--- src/rtl/mult_pkg.sv ---
// mult_pkg: type encodings, FSM states and step-count helper for iterative_multiplier
package mult_pkg;
  localparam logic [2:0] MUL_T   = 3'b000;
  localparam logic [2:0] MLA_T   = 3'b001;
  localparam logic [2:0] UMULL_T = 3'b100;
  localparam logic [2:0] UMLAL_T = 3'b101;
  localparam logic [2:0] SMULL_T = 3'b110;
  localparam logic [2:0] SMLAL_T = 3'b111;
  typedef enum logic [1:0] {IDLE, MUL, FIX, DONE} state_t;
  function automatic int step_count(int width, int step);
    return width / step;
  endfunction
endpackage

--- src/rtl/mult_step.sv ---
// mult_step: adds STEP_BITS partial products into the accumulator and shifts the multiplier
module mult_step #(
  parameter int WIDTH = 32,
  parameter int STEP_BITS = 1
) (
  input  logic [2*WIDTH-1:0] acc,
  input  logic [2*WIDTH-1:0] mcand,
  input  logic [WIDTH-1:0]   mplier,
  output logic [2*WIDTH-1:0] acc_next,
  output logic [WIDTH-1:0]   mplier_next
);
  always_comb begin
    acc_next = acc;
    for (int i = 0; i < STEP_BITS; i++) acc_next = acc_next + (mplier[i] ? mcand << i : '0);
    mplier_next = mplier >> STEP_BITS;
  end
endmodule

--- src/rtl/iterative_multiplier.sv ---
// iterative_multiplier: multi-cycle MUL/MLA/UMULL/UMLAL/SMULL/SMLAL with start/busy/done handshake
// Define MULT_EARLY_TERM_EN to leave the MUL phase as soon as the remaining multiplier is zero.
module iterative_multiplier
  import mult_pkg::*;
#(
  parameter int WIDTH = 32,
  parameter int STEP_BITS = 1
) (
  input  logic               clk,
  input  logic               reset,
  input  logic               start,
  input  logic [2:0]         mul_type,
  input  logic [WIDTH-1:0]   a,
  input  logic [WIDTH-1:0]   b,
  input  logic [WIDTH-1:0]   c,
  input  logic [WIDTH-1:0]   d,
  output logic               busy,
  output logic               done,
  output logic [2*WIDTH-1:0] result,
  output logic               n_flag,
  output logic               z_flag
);
  localparam int N = step_count(WIDTH, STEP_BITS);
  localparam int CW = $clog2(N + 1);
  state_t state, state_nxt;
  logic [2:0] op;
  logic sign, accept, last, signed_in, long_op;
  logic [CW-1:0] cnt;
  logic [WIDTH-1:0] c_q, d_q, mplier, mplier_nxt, a_mag, b_mag, lo;
  logic [2*WIDTH-1:0] acc, acc_nxt, mcand, prod, res_nxt;
  mult_step #(.WIDTH(WIDTH), .STEP_BITS(STEP_BITS)) u_step (
    .acc(acc),
    .mcand(mcand),
    .mplier(mplier),
    .acc_next(acc_nxt),
    .mplier_next(mplier_nxt)
  );
  always_comb begin
    signed_in = mul_type[2:1] == 2'b11;
    a_mag = signed_in && a[WIDTH-1] ? -a : a;
    b_mag = signed_in && b[WIDTH-1] ? -b : b;
    accept = start && (state == IDLE || state == DONE);
`ifdef MULT_EARLY_TERM_EN
    last = cnt == '0 || mplier_nxt == '0;
`else
    last = cnt == '0;
`endif
    state_nxt = accept ? MUL : state == MUL ? (last ? FIX : MUL) : state == FIX ? DONE : IDLE;
    busy = state == MUL || state == FIX;
    done = state == DONE;
    prod = sign ? -acc : acc;
    long_op = op[2];
    lo = prod[WIDTH-1:0] + (op == MLA_T ? c_q : '0);
    // unsupported encodings fall through to zero, which yields z=1, n=0
    res_nxt = op == MUL_T || op == MLA_T ? {{WIDTH{1'b0}}, lo} :
              op == UMULL_T || op == SMULL_T ? prod :
              op == UMLAL_T || op == SMLAL_T ? prod + {c_q, d_q} : '0;
  end
  always_ff @(posedge clk or posedge reset) begin
    if (reset) begin
      state <= IDLE;
      op <= '0;
      sign <= 1'b0;
      cnt <= '0;
      c_q <= '0;
      d_q <= '0;
      mplier <= '0;
      acc <= '0;
      mcand <= '0;
      result <= '0;
      n_flag <= 1'b0;
      z_flag <= 1'b0;
    end else begin
      state <= state_nxt;
      if (accept) begin
        op <= mul_type;
        sign <= signed_in && (a[WIDTH-1] ^ b[WIDTH-1]);
        cnt <= CW'(N - 1);
        c_q <= c;
        d_q <= d;
        mplier <= b_mag;
        acc <= '0;
        mcand <= {{WIDTH{1'b0}}, a_mag};
      end else if (state == MUL) begin
        acc <= acc_nxt;
        mcand <= mcand << STEP_BITS;
        mplier <= mplier_nxt;
        cnt <= cnt - 1'b1;
      end
      if (state == FIX) begin
        result <= res_nxt;
        n_flag <= long_op ? res_nxt[2*WIDTH-1] : res_nxt[WIDTH-1];
        z_flag <= long_op ? res_nxt == '0 : res_nxt[WIDTH-1:0] == '0;
      end
    end
  end
endmodule
--- config.mk ---
export PLATFORM = sky130hd
export DESIGN_NAME = iterative_multiplier
export DESIGN_NICKNAME = d
export VERILOG_FILES = /design/src/rtl/mult_pkg.sv /design/src/rtl/mult_step.sv /design/src/rtl/iterative_multiplier.sv
export SDC_FILE = /design/constraint.sdc
export NUM_CORES = 1
export LEC_CHECK = 0
export CAP_MARGIN = 40
export CORE_MARGIN = 5
export CORE_UTILIZATION = 25
export DETAILED_ROUTE_END_ITERATION = 10
export DONT_BUFFER_PORTS = 1
export SETUP_SLACK_MARGIN = 0.2
export SLEW_MARGIN = 20
export SYNTH_ARGS = -nofsm -noshare
export SYNTH_HDL_FRONTEND = slang
export SYNTH_SLANG_ARGS = --single-unit
--- constraint.sdc ---
create_clock -name clk -period 21.1 [get_ports clk]
set_input_delay 4.22 -clock clk [delete_from_list [all_inputs] [get_ports clk]]
set_output_delay 4.22 -clock clk [all_outputs]
set_load 0.02 [all_outputs]
==> summary.txt, run 1 <==
====================================================================================================
Initial antenna violation count                                                                    3
Max Cap Violations                                                                                 0
Run status                                                                              finished, final reports clean
Die Outline Area                                                                        109200 sq um
Share of synthesized area occupied by flip-flops and latches                                  29.43%
Post-Syn Instances                                                                              3196
Data required time of the worst path                                                        21500 ps
Part of the power in registers                                                                 23.3%
Layout cells sized above 1                                                                    4.655%
Cts bufs inserted                                                                                 36
Hold-fix buffer count after cts                                                                    0
Type of the worst setup path                                                            primary input to register
Switching share of power                                                                      53.38%
Initial DRT Pass Iterations                                                                        6
PortBufs                                                                                           0
Total of flip-flops plus latches after synthesis                                                 302
Share of the synthesized area in the top cell type                                            29.43%
Async SR Flop Fraction                                                                        100.0%
Wire length of the first global-routing pass                                               138100 um
R2R depth                                                                                         19
Sink of the worst hold path                                                             d_q[2]$_DFFE_PP0P_
DRC violations left                                                                                0
Static Leakage                                                                              12.70 nW
Count of instances resized after the clock tree is built                                           0
Net Switching                                                                             0.002649 W
Placer congestion estimate                                                                    0.9667
Worst reg-to-reg setup slack                                                                14430 ps
Endpoint kind of the worst setup timing path                                                register
Reg-to-reg endpoint                                                                     z_flag$_DFFE_PP0P_
Count of cell types in the netlist                                                                84
Post-Route Utilization                                                                        27.85%
Clk Tree Root Cell                                                                         clkbuf_16
Accumulated negative setup slack                                                                0 ps
Final nets                                                                                      3399
Post-synth top area cell                                                                     dfrtp_1
Max IR drop VDD                                                                             139.4 uV
Pin slew with the least headroom to its limit                                                1037 ps
Clock tree from TritonCTS                                                                      built
Worst min-delay path class                                                              register to register
Clock power frac                                                                               13.3%
H-tree Lvls                                                                                        2
Worst hold path startpoint                                                              d_q[2]$_DFFE_PP0P_
Final Setup Violations                                                                             0
Worst Path Arrival                                                                           7260 ps
Sequential cell area                                                                      7560 sq um
Final cell count without fillers                                                                4485
Worst slew margin relative to its limit                                                       30.89%
Row Count                                                                                        117
Final worst slack                                                                           14250 ps
Number of global-route vias before repair                                                      22410
Max-slew violation count                                                                           0
Number of flops mapped to enable cells by yosys                                                    0
Total half-perimeter wirelength after legalization and detailed placement                   71960 um
GRT overflow                                                                                       0
Post-synthesis instance area                                                             25680 sq um
Leading cell type by number of instances after synthesis                                     nand2_1
Cell Pwr Density                                                                        174.9 nW/um^2
Internal power component                                                                  0.002313 W
Worst Path Max Fanout                                                                              4
Type of origin of the critical path                                                     primary input
Initial cell density of the core                                                              25.20%
Timing-limited maximum frequency                                                           145.9 MHz
Relative contribution of combinational cells to total power                                    63.4%
Routed WL                                                                                   91380 um
Layout-stage area growth over the synthesis result                                            10.52%
Most common flop cell mapped by yosys                                                        dfrtp_1
Largest net degree at the start of global routing                                                205
Global-route usage over all layers                                                            16.18%
Average detailed-routed wire length per instance                                            20.37 um
Start of the worst register-to-register path                                            acc[4]$_DFFE_PP0P_
Total number of vias                                                                           23530
Floorplan die width                                                                         330.5 um
Core Area                                                                               101900 sq um
Min Clock Period, post-route                                                                 6854 ps
Number of setup buffers added after CTS                                                            0
Number of DRC markers after the initial detailed-route iteration                                2014
Area of combinational cells with multiple inputs                                         17260 sq um
Number of vias per cell                                                                        5.247
Top post-synthesis cells by area                                                        dfrtp_1, ha_1, nand2_1
Antenna-violating nets left                                                                        0
Hold-critical path depth                                                                           2
Post-placement worst setup slack                                                            13700 ps
Period utilisation layout                                                                     32.48%
Chip Height                                                                                 330.5 um
Clock-pin slew reported for the worst setup and hold paths after clock tree synthesis          60 ps
RSZ-0062 raised after global routing                                                           false
Worst path cell trace                                                                   or4_1 > or3_1 > nor3_1 > nand2b_1 > nor4_1 > nand2b_1 > or4_1 > nor3_1 > a21oi_1 > xor2_1 > nand2_1 > o21ai_0
Clock sink count                                                                                 302
Placed instance count                                                                           4415
Maximum buffer depth of the clock tree                                                             3
Slowest library cell on the worst path                                                         or4_1
Number of warnings printed during yosys synthesis                                                  0
Clock latency on the worst-skew pair                                                          580 ps
Leading post-synthesis cells by instance count                                          nand2_1, dfrtp_1, nor2_1
Hold slack                                                                                  494.8 ps
Mapped Nets                                                                                     3506
Number of failing hold endpoints at the final stage                                                0
Fillers                                                                                        11100
Largest incremental delay on the critical path                                                570 ps
Post-synthesis average cell area                                                         8.034 sq um
Setup clock skew after layout                                                               33.43 ps
I/O Pins                                                                                         202
====================================================================================================
[placed cells by master, fill, tap and decap left out, types with 21 or more instances in the layout]
| master | synthesis | routed |
|---|---|---|
| nor2_1 | 293 | 290 |
| inv_1 | 65 | 64 |
| nor3_1 | 46 | 46 |
| buf_4 | 0 | 21 |
| nand4_1 | 58 | 58 |
| clkbuf_16 | 0 | 37 |
| o31ai_1 | 39 | 39 |
| nand3_1 | 57 | 57 |
| or3_1 | 26 | 26 |
| a31oi_1 | 22 | 22 |
| a211oi_1 | 35 | 35 |
| dfrtp_1 | 302 | 300 |
| xnor2_1 | 178 | 178 |
| o21a_1 | 24 | 24 |
| nand2_1 | 457 | 456 |
| and3_1 | 50 | 50 |
| o211ai_1 | 28 | 28 |
| o21bai_1 | 27 | 27 |
| nor2b_1 | 23 | 23 |
| a21o_1 | 73 | 73 |
| mux2i_1 | 146 | 146 |
| o21ai_0 | 214 | 214 |
| a21oi_1 | 246 | 246 |
| and2_1 | 82 | 81 |
| nor4_1 | 23 | 23 |
| ha_1 | 173 | 171 |
| xor2_1 | 68 | 68 |
[how the worst max path moves through the flow]
| stage | slack, ps | from | cells after the start | to |
|---|---|---|---|---|
| floorplan | 8530 | reset | 1 | acc[0]$_DFFE_PP0P_ |
| global placement | 13640 | a[13] | 12 | mcand[30]$_DFFE_PP0P_ |
| detailed placement | 13700 | a[13] | 13 | mcand[29]$_DFFE_PP0P_ |
| CTS | 14300 | a[13] | 13 | mcand[29]$_DFFE_PP0P_ |
| global route | 13990 | a[13] | 12 | mcand[31]$_DFFE_PP0P_ |
| finish | 14250 | a[13] | 12 | mcand[30]$_DFFE_PP0P_ |
[critical path: cells and delay by family]
kind / cells / cell delay (ps)
XOR/XNOR: 1 / 160
AND/OR/NAND/NOR: 9 / 2670
AO/OA/AOI/OAI: 2 / 200
[area by class of cell]
class                      count  area share [%]
antenna                        2         0.01764
clock buffer                  53           3.827
clock inverter                11          0.5071
inverter                      65          0.8862
multi-input combinational   2652           60.82
sequential                   302           26.64
tap                         1368           6.032
timing repair buffer          32           1.274
[per-layer routing]
| layer | track usage [%] | wire length (um) | vias to the layer above |
|---|---|---|---|
| met2 | 24.79 | 39280 | 898 |
| li1 | - | - | 11360 |
| met4 | 5.248 | 3165 | 0 |
| met1 | 22.54 | 41160 | 11130 |
| met5 | 0 | 0 | - |
| met3 | 3.764 | 7768 | 149 |
[cell families after synthesis]
logic type	count (synthesis)	share of synthesized area (%)
muxes	158	6.218
buffers and inverters	242	3.542
DFF	302	29.43
AOI/OAI and AO/OA	876	21.89
and+or+nand+nor	1196	21.86
xor gates and xnor gates	246	8.391
adders and majority gates	176	8.664
[stage by stage]
stage          cell area [sq um]  power (W)
2_1_floorplan              25680   0.003288
4_1_cts                    28310   0.004930
6_report                   28380   0.004962
3_3_place_gp               26950   0.004208
3_5_place_dp               27080   0.004243
5_1_grt                    28370   0.005334
[registers in the layout (all words and copies together), names as in the netlist, 3 cells and up]
name	count
mplier	32
op	3
d_q	32
acc	64
c_q	32
result	64
mcand	64
cnt	6
[power by group through the flow]
stage | Sequential, W | Clock (W) | Combinational, W
2_1_floorplan | 0.00103 | 0 | 0.00226
3_3_place_gp | 0.00117 | 0 | 0.00304
3_5_place_dp | 0.00117 | 0 | 0.00307
4_1_cts | 0.00116 | 0.000681 | 0.00308
5_1_grt | 0.00119 | 0.000704 | 0.00344
6_report | 0.00116 | 0.000660 | 0.00315
Note: power is estimated with default switching activity, not from simulation.
==> run 2, diff against run 1 <==
==> constraint.sdc (replaced) <==
create_clock -name clk -period 6.7 [get_ports clk]
set_input_delay 1.34 -clock clk [delete_from_list [all_inputs] [get_ports clk]]
set_output_delay 1.34 -clock clk [all_outputs]
set_load 0.02 [all_outputs]
==> summary.txt, run 2 (synthesis results as in run 1) <==
====================================================================================================
Run status                                                                              finished, final reports clean
Worst Path Max Fanout                                                                              7   +3
Overall power after layout                                                                 0.01606 W   +220%
Most used cells in the layout excluding fill and tap cells                              nand2_1, dfrtp_1, nor2_1, a21oi_1, o21ai_0
Type of the worst setup path                                                            register to register
Floorplan die width                                                                         330.5 um   unchanged
Initial DRT Pass Iterations                                                                        6   unchanged
Cts bufs inserted                                                                                 40   +11%
Antenna-violating nets left                                                                        0   unchanged
Max-slew violation count                                                                           0   unchanged
Wire length of the first global-routing pass                                               140800 um   +2.0%
Layout-stage area growth over the synthesis result                                            11.51%
Core Area                                                                               101900 sq um   unchanged
Global-route usage over all layers                                                            16.65%   +0.47 points
Maximum buffer depth of the clock tree                                                             3   unchanged
Pin slew with the least headroom to its limit                                                1058 ps   +21.68 ps
Total number of vias                                                                           23730   +0.81%
Routed WL                                                                                   94500 um   +3.4%
Static Leakage                                                                              12.81 nW   +0.85%
GRT overflow                                                                                       0   unchanged
Initial cell density of the core                                                              25.20%   unchanged
Final worst slack                                                                           438.5 ps   -13810 ps
Sequential cell area                                                                      7560 sq um   unchanged
Number of setup buffers added after CTS                                                            0   unchanged
PortBufs                                                                                           0   unchanged
Chip Height                                                                                 330.5 um   unchanged
Registers with the most flip-flops                                                      acc: 64 flops, mcand: 64 flops, result: 64 flops
Worst slew margin relative to its limit                                                       29.45%   -1.4 points
Accumulated negative setup slack                                                                0 ps   unchanged
Number of vias per cell                                                                        5.268   +0.39%
Area of combinational cells with multiple inputs                                         17350 sq um   +0.55%
Number of global-route vias before repair                                                      22380   -0.14%
Worst min-delay path class                                                              register to register
Average detailed-routed wire length per instance                                            20.98 um   +3.0%
Clock sink count                                                                                 302   unchanged
Final design area excluding fillers                                                      28630 sq um   +0.90%
Number of failing hold endpoints at the final stage                                                0   unchanged
RSZ-0062 raised after global routing                                                           false
DRC violations left                                                                                0   unchanged
Hold-critical path depth                                                                           2   unchanged
Type of origin of the critical path                                                         register
Final Setup Violations                                                                             0   unchanged
Setup clock skew after layout                                                               28.89 ps   -4.541 ps
R2R depth                                                                                         18   -1
Clock tree from TritonCTS                                                                      built
Row Count                                                                                        117   unchanged
Post-Route Utilization                                                                        28.10%   +0.25 points
H-tree Lvls                                                                                        2   unchanged
Cell Pwr Density                                                                        560.7 nW/um^2   +220%
Final nets                                                                                      3415   +0.47%
Layout cells sized above 1                                                                    5.837%   +1.2 points
Count of instances resized after the clock tree is built                                           1   +1
Fillers                                                                                        11140   +0.35%
Most common cell after layout, fill and taps aside                                           nand2_1
I/O Pins                                                                                         202   unchanged
Die Outline Area                                                                        109200 sq um   unchanged
Timing-limited maximum frequency                                                           159.7 MHz
Post-placement worst setup slack                                                            60.72 ps   -13640 ps
Endpoint kind of the worst setup timing path                                                register
Number of DRC markers after the initial detailed-route iteration                                1995   -0.94%
Worst Path Arrival                                                                           6770 ps   -490 ps
Largest net degree at the start of global routing                                                157   -23%
Clk Tree Root Cell                                                                         clkbuf_16
Min Clock Period, post-route                                                                 6262 ps
Period utilisation layout                                                                     93.46%
Area after detailed placement                                                            27140 sq um   +0.22%
Clock-pin slew reported for the worst setup and hold paths after clock tree synthesis          60 ps   about the same
Initial antenna violation count                                                                    2   -1
Total half-perimeter wirelength after legalization and detailed placement                   74690 um   +3.8%
Data required time of the worst path                                                         7210 ps   -14290 ps
Max Cap Violations                                                                                 0   unchanged
Placer congestion estimate                                                                    0.9854   +1.9%
Hold-fix buffer count after cts                                                                    0   unchanged
Clock latency on the worst-skew pair                                                          580 ps   about the same
Max IR drop VDD                                                                             350.3 uV   +150%
====================================================================================================
==> run 2: area by class of cell <==
class,count,area share (%)
multi-input combinational,2652,60.60
sequential,302,26.40
tap,1368,5.978
clock buffer,56,4.164
timing repair buffer,44,1.372
inverter,65,0.8652
clock inverter,16,0.6074
antenna,1,0.008739
==> run 2: final timing paths <==
kind                                    start                      to  slack (ps)
setup reg to reg           acc[0]$_DFFE_PP0P_      z_flag$_DFFE_PP0P_         440
hold / removal             d_q[0]$_DFFE_PP0P_      d_q[0]$_DFFE_PP0P_         500
min in group asynchronous               reset   mcand[31]$_DFFE_PP0P_         660
max in group asynchronous               reset  result[62]$_DFFE_PP0P_        4710
hold reg to reg            d_q[0]$_DFFE_PP0P_      d_q[0]$_DFFE_PP0P_         500
setup / recovery           acc[0]$_DFFE_PP0P_      z_flag$_DFFE_PP0P_         440
==> run 2: critical path, cell delays in order (launching register included) <==
cell and delay [ps]:
dfrtp_1 460, or4_1 690, or4_1 680, o31ai_1 320, xnor2_1 270, ha_1 480, nand4_1 210, nor2_1 320
nand3_1 150, o2111ai_1 310, nand4_1 220, a31oi_1 520, a21boi_1 240, xnor2_1 200, a2111o_1 420, nor4_1 160
and4_1 210, and4_1 170, a41o_1 150
==> run 2: through the flow <==
step / std cells / hold slack [ps]
finish: 4504 / 497.8
global route: 4503 / 525.7
floorplan: 3196 / 452.3
detailed placement: 4429 / 493.0
CTS: 4501 / 507.2
global placement: 4427 / 486.2
==> run 2: where the power goes <==
| part | internal [W] | switching, W | total (W) |
|---|---|---|---|
| registers | 0.00256 | 0.00117 | 0.00372 |
| logic | 0.00358 | 0.00650 | 0.0101 |
| clock network | 0.00136 | 0.000888 | 0.00224 |
| total | 0.00749 | 0.00856 | 0.0161 |
==> run 2: layer usage <==
layer	track usage (%)	part of all wire, %	vias up
met5	0	0.014	-
met4	5.553	4.0	2
met3	3.627	7.7	172
met2	26.02	43	814
met1	22.87	45	11380
li1	-	-	11360
